===== config.mk =====
export PLATFORM = sky130hd
export DESIGN_NAME = led_row_scanner_flat
export DESIGN_NICKNAME = d
export VERILOG_FILES = /design/src/rtl/led_row_scanner_if.sv /design/src/rtl/led_row_scanner.sv /design/src/flat_wrapper.sv
export SDC_FILE = /design/constraint.sdc
export NUM_CORES = 1
export LEC_CHECK = 0
export ABC_CLOCK_PERIOD_IN_PS = 6850
export CAP_MARGIN = 25
export CORE_MARGIN = 4
export CORE_UTILIZATION = 25
export DETAILED_ROUTE_END_ITERATION = 8
export PLACE_DENSITY = 0.56
export SLEW_MARGIN = 20
export SYNTH_ARGS = -nofsm -noshare
export SYNTH_HDL_FRONTEND = slang
export SYNTH_SLANG_ARGS = --single-unit

===== constraint.sdc =====
create_clock -name clk -period 6.85 [get_ports clk]
set_input_delay 2.055 -clock clk [delete_from_list [all_inputs] [get_ports clk]]
set_output_delay 2.055 -clock clk [all_outputs]
set_load 0.05 [all_outputs]

===== src/rtl/led_row_scanner_if.sv =====
// Bus between the row scanner and its client: pattern and brightness in, row/column drive out.
interface led_row_scanner_if #(
  parameter int ROWS = 10,
  parameter int COLS = 10
);
  logic                   enable;
  logic [ROWS*COLS-1:0]   frame_in;
  logic [3:0]             brightness;
  logic [ROWS-1:0]        row_sel;
  logic [COLS-1:0]        col_drive;
  logic                   frame_start;
  logic [3:0]             row_idx;

  modport master (
    output enable, frame_in, brightness,
    input  row_sel, col_drive, frame_start, row_idx
  );

  modport slave (
    input  enable, frame_in, brightness,
    output row_sel, col_drive, frame_start, row_idx
  );
endinterface


===== src/rtl/led_row_scanner.sv =====
// Time-multiplexed LED layer scanner: latch a frame, then per row blank and dwell with
// brightness-scaled column duty. Outputs are registered and trail the state by one cycle.
module led_row_scanner #(
  parameter int ROWS         = 10,
  parameter int COLS         = 10,
  parameter int ROW_CYCLES   = 1000,
  parameter int BLANK_CYCLES = 16
) (
  input  logic             clk,
  input  logic             rst,
  led_row_scanner_if.slave bus
);
  // One counter serves both BLANK and DRIVE; it must also hold on_limit (up to 16*ROW_CYCLES).
  localparam int CMAX = (16 * ROW_CYCLES > BLANK_CYCLES) ? 16 * ROW_CYCLES : BLANK_CYCLES;
  localparam int CW   = $clog2(CMAX + 1);

  typedef enum logic [1:0] {S_IDLE, S_LOAD, S_BLANK, S_DRIVE} state_t;

  state_t                     r_state;
  logic [ROWS-1:0][COLS-1:0]  r_shadow;
  logic [CW-1:0]              r_cnt;
  logic [CW-1:0]              r_on_limit;
  logic [3:0]                 r_row;
  logic [ROWS-1:0]            r_row_sel;
  logic [COLS-1:0]            r_col_drive;
  logic                       r_frame_start;
  logic [3:0]                 r_row_idx;
  logic [CW-1:0]              w_on_limit;

  assign w_on_limit = ((CW'(bus.brightness) + CW'(1)) * CW'(ROW_CYCLES)) >> 4;

  always_ff @(posedge clk or posedge rst) begin
    if (rst) begin
      r_state       <= S_IDLE;
      r_shadow      <= '0;
      r_cnt         <= '0;
      r_on_limit    <= '0;
      r_row         <= '0;
      r_row_sel     <= '0;
      r_col_drive   <= '0;
      r_frame_start <= 1'b0;
      r_row_idx     <= '0;
    end else begin
      r_frame_start <= 1'b0;
      r_row_sel     <= '0;
      r_col_drive   <= '0;
      r_row_idx     <= r_row;
      if (!bus.enable) begin
        // Dropping enable abandons the row; a restart always begins with a fresh LOAD.
        r_state <= S_IDLE;
        r_cnt   <= '0;
        r_row   <= '0;
      end else begin
        case (r_state)
          S_IDLE: begin
            r_state <= S_LOAD;
            r_row   <= '0;
          end
          S_LOAD: begin
            r_shadow      <= bus.frame_in;
            r_on_limit    <= w_on_limit;
            r_frame_start <= 1'b1;
            r_cnt         <= '0;
            r_row         <= '0;
            r_state       <= S_BLANK;
          end
          S_BLANK: begin
            if (r_cnt == CW'(BLANK_CYCLES - 1)) begin
              r_cnt   <= '0;
              r_state <= S_DRIVE;
            end else begin
              r_cnt <= r_cnt + CW'(1);
            end
          end
          S_DRIVE: begin
            r_row_sel <= ROWS'(1) << r_row;
            if (r_cnt < r_on_limit) r_col_drive <= r_shadow[r_row];
            if (r_cnt == CW'(ROW_CYCLES - 1)) begin
              r_cnt <= '0;
              if (r_row == 4'(ROWS - 1)) begin
                r_row   <= '0;
                r_state <= S_LOAD;
              end else begin
                r_row   <= r_row + 4'd1;
                r_state <= S_BLANK;
              end
            end else begin
              r_cnt <= r_cnt + CW'(1);
            end
          end
          default: r_state <= S_IDLE;
        endcase
      end
    end
  end

  assign bus.row_sel     = r_row_sel;
  assign bus.col_drive   = r_col_drive;
  assign bus.frame_start = r_frame_start;
  assign bus.row_idx     = r_row_idx;
endmodule


===== src/flat_wrapper.sv =====
// flat-port wrapper written by rule: the top's interface ports become plain ports
module led_row_scanner_flat 
#(
  parameter int ROWS         = 10,
  parameter int COLS         = 10,
  parameter int ROW_CYCLES   = 1000,
  parameter int BLANK_CYCLES = 16
)
  (clk, rst, bus_enable, bus_frame_in, bus_brightness, bus_row_sel, bus_col_drive, bus_frame_start, bus_row_idx);
  led_row_scanner_if #(.ROWS(ROWS), .COLS(COLS)) bus_i ();
  input  logic clk;
  input  logic rst;
  input wire logic [$bits(bus_i.enable)-1:0] bus_enable;
  input wire logic [$bits(bus_i.frame_in)-1:0] bus_frame_in;
  input wire logic [$bits(bus_i.brightness)-1:0] bus_brightness;
  output wire logic [$bits(bus_i.row_sel)-1:0] bus_row_sel;
  output wire logic [$bits(bus_i.col_drive)-1:0] bus_col_drive;
  output wire logic [$bits(bus_i.frame_start)-1:0] bus_frame_start;
  output wire logic [$bits(bus_i.row_idx)-1:0] bus_row_idx;
  assign bus_i.enable = bus_enable;
  assign bus_i.frame_in = bus_frame_in;
  assign bus_i.brightness = bus_brightness;
  assign bus_row_sel = bus_i.row_sel;
  assign bus_col_drive = bus_i.col_drive;
  assign bus_frame_start = bus_i.frame_start;
  assign bus_row_idx = bus_i.row_idx;
  led_row_scanner #(.ROWS(ROWS), .COLS(COLS), .ROW_CYCLES(ROW_CYCLES), .BLANK_CYCLES(BLANK_CYCLES)) u_core (.clk(clk), .rst(rst), .bus(bus_i));
endmodule

; ---- Word level (Yosys, flattened, before mapping)
; Index checks and enable logic that the tools add are counted.
[totals]
reg_bits = 155
latch_bits = 0
mem_bits_rw = 0
romBits = 0
input_bits = 107
out_inout_bits = 25
word_cells = 62
n_memories = 0
[classes]
add_sub_neg = 3
n_mul = 1
div = 0
n_lt_le_gt_ge = 2
n_eq_ne = 10
shift = 1
muxes = 22
n_bitwise = 0
reduce_logical = 5
[ops]
columns = cell, count
row1 = 10-bit 2-to-1 mux, 6
row2 = 14-bit 2-to-1 mux, 3
row3 = 14-bit case mux with 3 select lines, 1
row4 = 10-bit binary-select mux with 4-bit select, 1
row5 = "14-bit by 1-bit adder with 14-bit output, second input constant", 1
row6 = "14-bit by 10-bit equality test with 1-bit output, second input constant", 1
row7 = "14-bit by 4-bit equality test with 1-bit output, second input constant", 1
row8 = 14-bit by 10-bit < comparator with 1-bit output, 1
row9 = "14-bit by 7-bit multiplier with 11-bit output, second input constant", 1
row10 = 4-bit 2-to-1 mux, 3
row11 = "1-bit by 4-bit << shifter with 10-bit output, first input constant", 1
row12 = "3-bit by 2-bit inequality test with 1-bit output, second input constant", 3
row13 = 2-bit 2-to-1 mux, 4
row14 = 2-bit case mux with 4 select lines, 1
row15 = 4-bit case mux with 2 select lines, 1
row16 = 2-bit AND reduction, 3
row17 = "4-bit by 1-bit adder with 5-bit output, second input constant", 1
row18 = "4-bit by 5-bit < comparator with 1-bit output, second input constant", 1
row19 = "4-bit by 1-bit adder with 4-bit output, second input constant", 1
row20 = "2-bit equality test, second input constant", 2
row21 = "4-bit equality test, second input constant", 1
row22 = "4-bit by 1-bit inequality test with 1-bit output, second input constant", 1
row23 = "2-bit by 1-bit equality test with 1-bit output, second input constant", 1
row24 = 2-bit logical NOT, 1
row25 = 2 further kinds, 3

; ---- Longest topological paths before layout
; Gate-level depths: netlist of the first run.
[depth]
depth_word = 5
ltp_mapped = 14
ltp_nobuf = 14

; ---- Worst setup path before layout of the first run
; OpenSTA, ideal clock, no wires.
[synth_path]
kind = input -> register
start = input port bus_brightness[0]
end = register u_core.r_on_limit[9]
setup_time_ps = 135
arrival_time_ps = 5336
required_time_ps = 6715
path_slack_ps = 1379
stages = 12
n_path_buf = 0
cell_sequence = ha_1 -> xor2_1 -> fa_1 -> fa_1 -> inv_1 -> fa_1 -> inv_1 -> ha_1 -> or4_1 -> o22ai_1 -> xnor2_1 -> o21ai_0
[synth_via]
elab_chain_len = 2
[synth_rtl]
columns = element, line
row1 = "start, declared", flat_wrapper.sv:15  ; input wire logic [$bits(bus_i.brightness)-1:0] bus_brightness;
row2 = 4-bit by 1-bit adder with 5-bit output, led_row_scanner.sv:30  ; assign w_on_limit = ((CW'(bus.brightness) + CW'(1)) * CW'(ROW_CYCLES)) >> 4;
row3 = 14-bit by 7-bit multiplier with 11-bit output, led_row_scanner.sv:30
row4 = "end signal, assigned", led_row_scanner.sv:61  ; r_on_limit <= w_on_limit;
row5 = "end, declared", led_row_scanner.sv:22  ; logic [CW-1:0] r_on_limit;
; No other way between the ends.
; A chain may end at the register's enable or synchronous reset.

; ---- Final worst setup path of the first run
[layout_path]
start = input port bus_brightness[0]
end = register u_core.r_on_limit[8]
; Same word-level chain as after synthesis.

==> results of run 1 <==
==> Yosys cell counts, drive strengths merged, types with 4 or more instances <==
cell and number:
nand2 327, dfrtp 155, inv 38, clkbuf 36
ha 32, nor2 25, mux4 20, o21ai 17
o21a 15, a31oi 13, nand3 13, and3 12
a21oi 10, a22oi 10, fa 10, mux2 10
xnor2 8, buf 7, nand4 7, a21o 5
nor3 5, and2 4, nor4 4, or4 4
==> flip-flops by register name, summed over array words and instances (netlist names) <==
register / count
u_core.bus.row_idx: 4
u_core.r_on_limit: 10
u_core.bus.frame_start: 1
u_core.r_shadow: 100
u_core.bus.row_sel: 10
u_core.r_cnt: 14
u_core.r_row: 4
u_core.r_state: 2
u_core.bus.col_drive: 10
==> final cells by class <==
| type | count | area (um2) | area share (%) |
|---|---|---|---|
| clock buffers | 21 | 460 | 4.54 |
| clock inverters | 10 | 143 | 1.41 |
| inverters | 38 | 149 | 1.47 |
| multi-input cells | 592 | 3640 | 35.9 |
| flip-flops and latches | 155 | 3880 | 38.3 |
| well taps | 396 | 495 | 4.89 |
| repair buffers | 139 | 1370 | 13.5 |
==> worst paths after layout <==
path,end,startpoint,cells past startpoint,slack [ns]
setup / recovery,u_core.r_on_limit[8]$_DFFE_PP0P_,bus_brightness[0],13,0.91
hold / removal,u_core.r_shadow[27]$_DFFE_PP0P_,u_core.r_shadow[27]$_DFFE_PP0P_,2,0.47
setup reg to reg,u_core.r_shadow[46]$_DFFE_PP0P_,u_core.r_state[1]$_DFFE_PP0P_,6,4.16
hold reg to reg,u_core.r_shadow[27]$_DFFE_PP0P_,u_core.r_shadow[27]$_DFFE_PP0P_,2,0.47
max in group asynchronous,u_core.r_shadow[77]$_DFFE_PP0P_,rst,3,3.67
min in group asynchronous,u_core.r_shadow[61]$_DFFE_PP0P_,rst,2,2.07
==> logic make-up after synthesis <==
logic type,after synthesis
compound gates,87
xor+xnor,10
fa+ha+maj,42
flops,155
mux,33
simple gates,420
buf+inv,81
==> per-stage QoR <==
step / utilization, % / hold slack, ns
global placement: 31.0 / 0.454
finish: 33.0 / 0.472
global route: 33.0 / 0.488
detailed placement: 31.0 / 0.457
floorplan: - / 0.352
CTS: 33.0 / 0.475
==> critical path: cells and delay by family <==
family	cells	cell delay [ns]
AO/OA/AOI/OAI	2	0.34
XOR/XNOR	1	0.38
adder cells (fa/ha/maj)	5	2.23
buffers and inverters	3	0.78
AND/OR/NAND/NOR	2	0.50
==> metal layers <==
layer,vias up,part of all wire (%),routed length (um)
li1,2963,-,-
met1,2890,48,10000
met2,150,47,9840
met3,14,4.3,901
met4,0,1.5,309
met5,-,0,0
==> layout by cell type, fill, tap and decap left out, types with 10 or more instances in the layout <==
| cell type | netlist | final |
|---|---|---|
| clkbuf_16 | 0 | 17 |
| nor2_1 | 25 | 25 |
| nand2_1 | 327 | 327 |
| o21a_1 | 15 | 15 |
| inv_1 | 37 | 36 |
| fa_1 | 10 | 10 |
| nand3_1 | 13 | 13 |
| dfrtp_1 | 155 | 154 |
| and3_1 | 12 | 12 |
| a21oi_1 | 10 | 10 |
| a22oi_1 | 10 | 10 |
| ha_1 | 32 | 32 |
| o21ai_0 | 17 | 17 |
| a31oi_1 | 12 | 12 |
| clkdlybuf4s50_1 | 0 | 131 |
| mux2_2 | 10 | 10 |
| mux4_2 | 20 | 20 |
==> where the power goes <==
group	switching, mW	internal (mW)	leakage [nW]
logic	0.345	0.321	2.54
clock network	0.383	0.592	0.293
registers	0.108	1.13	1.99
==> out/qor.txt, run 1 <==
Status: complete, no violations
Total CTS buffers: 17
Nets: 1,092
RD Place Congestion: 0.803
Worst Slack Setup Final: 0.907 ns
Post-DRT Antenna Nets: 0
Tmin final: 5.94 ns
Share of layout cells above drive strength 1: 8.27%
Clk slew on worst S/H paths: 0.07 ns
Diodes inserted: 0
FF+latch count, synth: 155
Worst min-delay path class: reg2reg
Static Leak: 4.83 nW
Clk_lat worst skew: 0.42 ns
PD cells: 284 mW/mm2
Total track usage: 12.4%
Longest Clk Path Bufs: 2
HPWL reported at the end of detailed placement: 14.8 mm
Vias post-DR: 6,017
Peak VDD IR: 0.146 mV
DRC Markers: 0
Setup-failing EPs final: 0
First-pass GRT wire length: 33.2 mm
Tot Pwr: 2.88 mW
Adder-Cell Fraction of Synth Area: 7.66%
Area grow syn2layout: 29.3%
Post-route setup TNS: 0 ns
Worst Skew: 0.0112 ns
Post-Layout Inst Area: 0.0101 mm2
Die height: 185 um
Sink Count: 155
Antenna violations before repair: 0
Yosys top cell by area: dfrtp_1
Synth top area share: 49.5%
Synth top area cells: dfrtp_1 (49%), nand2_1 (16%), mux4_2 (5.7%)
Met1 usage: 17.7%
Slew margin rel.: 38.4%
Tightest Pin Transition: 0.921 ns
Fmax: 0.168 GHz
Synth Instances: 828
Die area: 0.0342 mm2
Compound-gate portion of the synthesized area: 7.50%
IO buf count: 131
Worst path cell trace: clkdlybuf4s50_1 > ha_1 > xor2_1 > fa_1 > fa_1 > inv_1 > fa_1 > inv_1 > ha_1 > a21oi_1 > o21ai_0 > or4_1 > nand3_1
Total gr overflow: 0
Post-Synth XOR/XNOR Area: 1.12%
Critical path peak fanout: 7
Vias in the first global route: 6,077
Placeable Area: 0.0307 mm2
Gr busiest metal: met2
CTS tree: yes
CTS root buf: clkbuf_16
GR met3 Demand/Resource: 2.87%
CP startpoint kind: input pin
Row count: 64
# fillers: 3,170
M2 GR Usage: 19.1%
Proportion of synthesized chip area in sequential cells: 49.5%
Max-slew violation count: 0
CP endpoint kind: flip-flop
Slowest stage cell, crit path: clkdlybuf4s50_1
Fin crit share: 86.8%
Setup WS pre-CTS: 0.416 ns
Final wirelength: 21.1 mm
H-tree depth: 4
Mapped cell area: 0.00784 mm2
Post-Synth Simple-Gate Area: 22.5%
CP peak stage delay: 0.68 ns
Ys flop type: dfrtp_1
Syn Nets: 977
Initial Util: 25.5%
Crit Path Category: in2reg
IO Pins: 132
Post-cts hold buffer count: 0
Post-Syn Area per Cell: 9.46 um2
Max_cap viols: 0
RSZ-0062 raised after global routing: no
WP data required: 7.21 ns
Yosys warns: 0
DP Area: 0.00953 mm2
Largest net degree at the start of global routing: 81
Most numerous cell on the critical path: fa_1
Critical Path AT: 6.31 ns
Cells after DPL: 1,320
DRT Pass-1 Iters: 5
Yosys cell types: 55
Die W: 185 um
Final hold violation count: 0
Combinational family with the most area after synthesis: simple AND/OR/NAND/NOR gates
Initial DRC Count: 354
FFs w/ async S/R, synth: 100%
Post-CTS setup buffers: 0
EDFF count, synth: 0
Drt via density: 4.45
Non-filler instance count after layout: 1,351
Post-DR wirelength/cell: 15.6 um
Multiplexer share of the synthesized area: 7.57%
Post_cts resized: 0
Note: power is estimated with default switching activity, not from simulation.
==> run 2, diff against run 1 <==
--- a/config.mk
+++ b/config.mk
@@ -10,6 +10,7 @@
 export CORE_MARGIN = 4
 export CORE_UTILIZATION = 25
 export DETAILED_ROUTE_END_ITERATION = 8
+export GPL_ROUTABILITY_DRIVEN = 0
 export PLACE_DENSITY = 0.56
 export SLEW_MARGIN = 20
 export SYNTH_ARGS = -nofsm -noshare
==> results of run 2 <==
The final DEF is identical to that of run 1; final timing and power are the same.
==> run 3, diff against run 2 <==
--- a/config.mk
+++ b/config.mk
@@ -9,6 +9,7 @@
 export CAP_MARGIN = 25
 export CORE_MARGIN = 4
 export CORE_UTILIZATION = 25
+export CTS_CLUSTER_DIAMETER = 100
 export DETAILED_ROUTE_END_ITERATION = 8
 export GPL_ROUTABILITY_DRIVEN = 0
 export PLACE_DENSITY = 0.56
==> results of run 3 <==
The final DEF is identical to that of run 1; final timing and power are the same.
==> RTL change (config.mk and constraints of run 1) <==
The 4 states of `state_t` get a one-hot encoding in 4 bits.
--- a/src/rtl/led_row_scanner.sv
+++ b/src/rtl/led_row_scanner.sv
@@ -15,5 +15,5 @@
   localparam int CW   = $clog2(CMAX + 1);
 
-  typedef enum logic [1:0] {S_IDLE, S_LOAD, S_BLANK, S_DRIVE} state_t;
+  typedef enum logic [3:0] {S_IDLE = 4'b0001, S_LOAD = 4'b0010, S_BLANK = 4'b0100, S_DRIVE = 4'b1000} state_t;
 
   state_t                     r_state;
Function: same outputs for any inputs over 10 cycles, from zero or initial values and one cycle with rst high; not proved beyond that.
==> RTL change against run 1 <==
Sequential share of layout area rose by 0.071 points; sequential cell count up 2; power is 7.2% higher; hold slack is essentially flat; synthesized area rose by 2.0%; cell area increased by 1.1%; wire length about the same; clock power fell by 8.2%; setup slack gained 0.13 ns.
==> RTL change: results (changes against run 1) <==
power_and_ir_drop:
  power_leakage_nw: 4.816  # was 4.825 nW
  switchingPower_uw: 969.9  # was 836.1 uW
  peakVddDrop_mv: 0.1534  # was 0.1456 mV
logic_synthesis:
  yosysSeqAreaShare_pct: 49.17  # was 49.50%
  netlist_top_cells_count: "nand2_1 (325), dfrtp_1 (156), inv_1 (53), ha_1 (32), nor2_1 (32)"  # was nand2_1 (327), dfrtp_1 (155), inv_1 (37), clkbuf_1 (36), ha_1 (32)
  ys_top_cells_by_area: "dfrtp_1 (49%), nand2_1 (15%), mux4_2 (5.6%)"  # was dfrtp_1 (49%), nand2_1 (16%), mux4_2 (5.7%)
  muxShareOfSynthArea_pct: 7.154  # was 7.568%
  syn_inst: 854  # was 828
  synth_compound_area_share_pct: 7.342  # was 7.504%
  synth_nets: 1003  # was 977
  yosys.area_share.adder_pct: 7.514  # was 7.664%
  ys_ff_latch: 157  # was 155
worst_setup_path:
  timing.rr.end: "u_core.bus.col_drive[7]"  # was u_core.r_shadow[46]
  max_stage_delay_ns: 0.65  # was 0.68 ns
  r2r_setup_slack_ns: 4.34  # was 4.16 ns
placed_design:
  hpwl_um: 15220  # was 14780 um
  dp_cells: 1354  # was 1320
  globalplace.congestion: 0.7770  # was 0.8030
route:
  met3_length_um: 735  # was 901 um
  met1_length_um: 10480  # was 9999 um
  wl_um: 21040  # was 21050 um
  drt_iter0_drc: 323  # was 354
  vias: 6050  # was 6017
cells_and_area:
  multi_input_cells: 601  # was 592
  nFillCells: 3270  # was 3170
  multi_input_area_share_pct: 35.91  # was 35.88%
  final-clk-cell-share_pct: 5.371  # was 5.951%
  buffer_area_share_pct: 13.42  # was 13.53%
  fin_nets: 1120  # was 1092
  nNonClkBuffers: 140  # was 139
sta:
  finalClockSkew_ns: 0.01004  # was 0.01121 ns
  fin_ws_ns: 1.034  # was 0.9071 ns
global_route:
  use_met1_pct: 17.44  # was 17.66%
  grt_pass1_vias: 6218  # was 6077
  grt.total_usage_pct: 12.21  # was 12.41%
  met3_usage_pct: 2.507  # was 2.867%
  grtUsageMet2_pct: 19.03  # was 19.13%
  grt_max_degree: 72  # was 81
  grt_pass1_wl_um: 34230  # was 33200 um
hold_path:
  hp-start: "u_core.r_shadow[80]"  # was u_core.r_shadow[27]
  holdPathEnd: "u_core.r_shadow[80]"  # was u_core.r_shadow[27]
outcome:
  status: "completed"  # unchanged
## RTL change: changes by cell type after synthesis, sizes merged, moves of 9 or more
| cell | before | now |
|---|---|---|
| a21oi | 10 | 26 |
| inv | 38 | 54 |
| o21a | 15 | 2 |
| a22oi | 10 | 1 |
| mux2 | 10 | 1 |
| o22ai | 2 | 11 |
## RTL change: power by group through the flow
stage / clock [mW] / sequential [mW] / combinational [mW]
floorplan: 0 / 1.33 / 0.612
global placement: 0 / 1.37 / 0.819
detailed placement: 0 / 1.38 / 0.836
CTS: 0.924 / 1.36 / 0.844
global route: 0.964 / 1.40 / 0.955
finish: 0.895 / 1.36 / 0.825
## RTL change: cell families (layout without fill, tap and decap cells)
family,after synthesis,count (layout)
muxes,32,32
xor gates and xnor gates,17,17
DFF,157,157
AOI/OAI and AO/OA,89,89
buffers and inverters,96,225
and+or+nand+nor,421,421
adders and majority gates,42,42
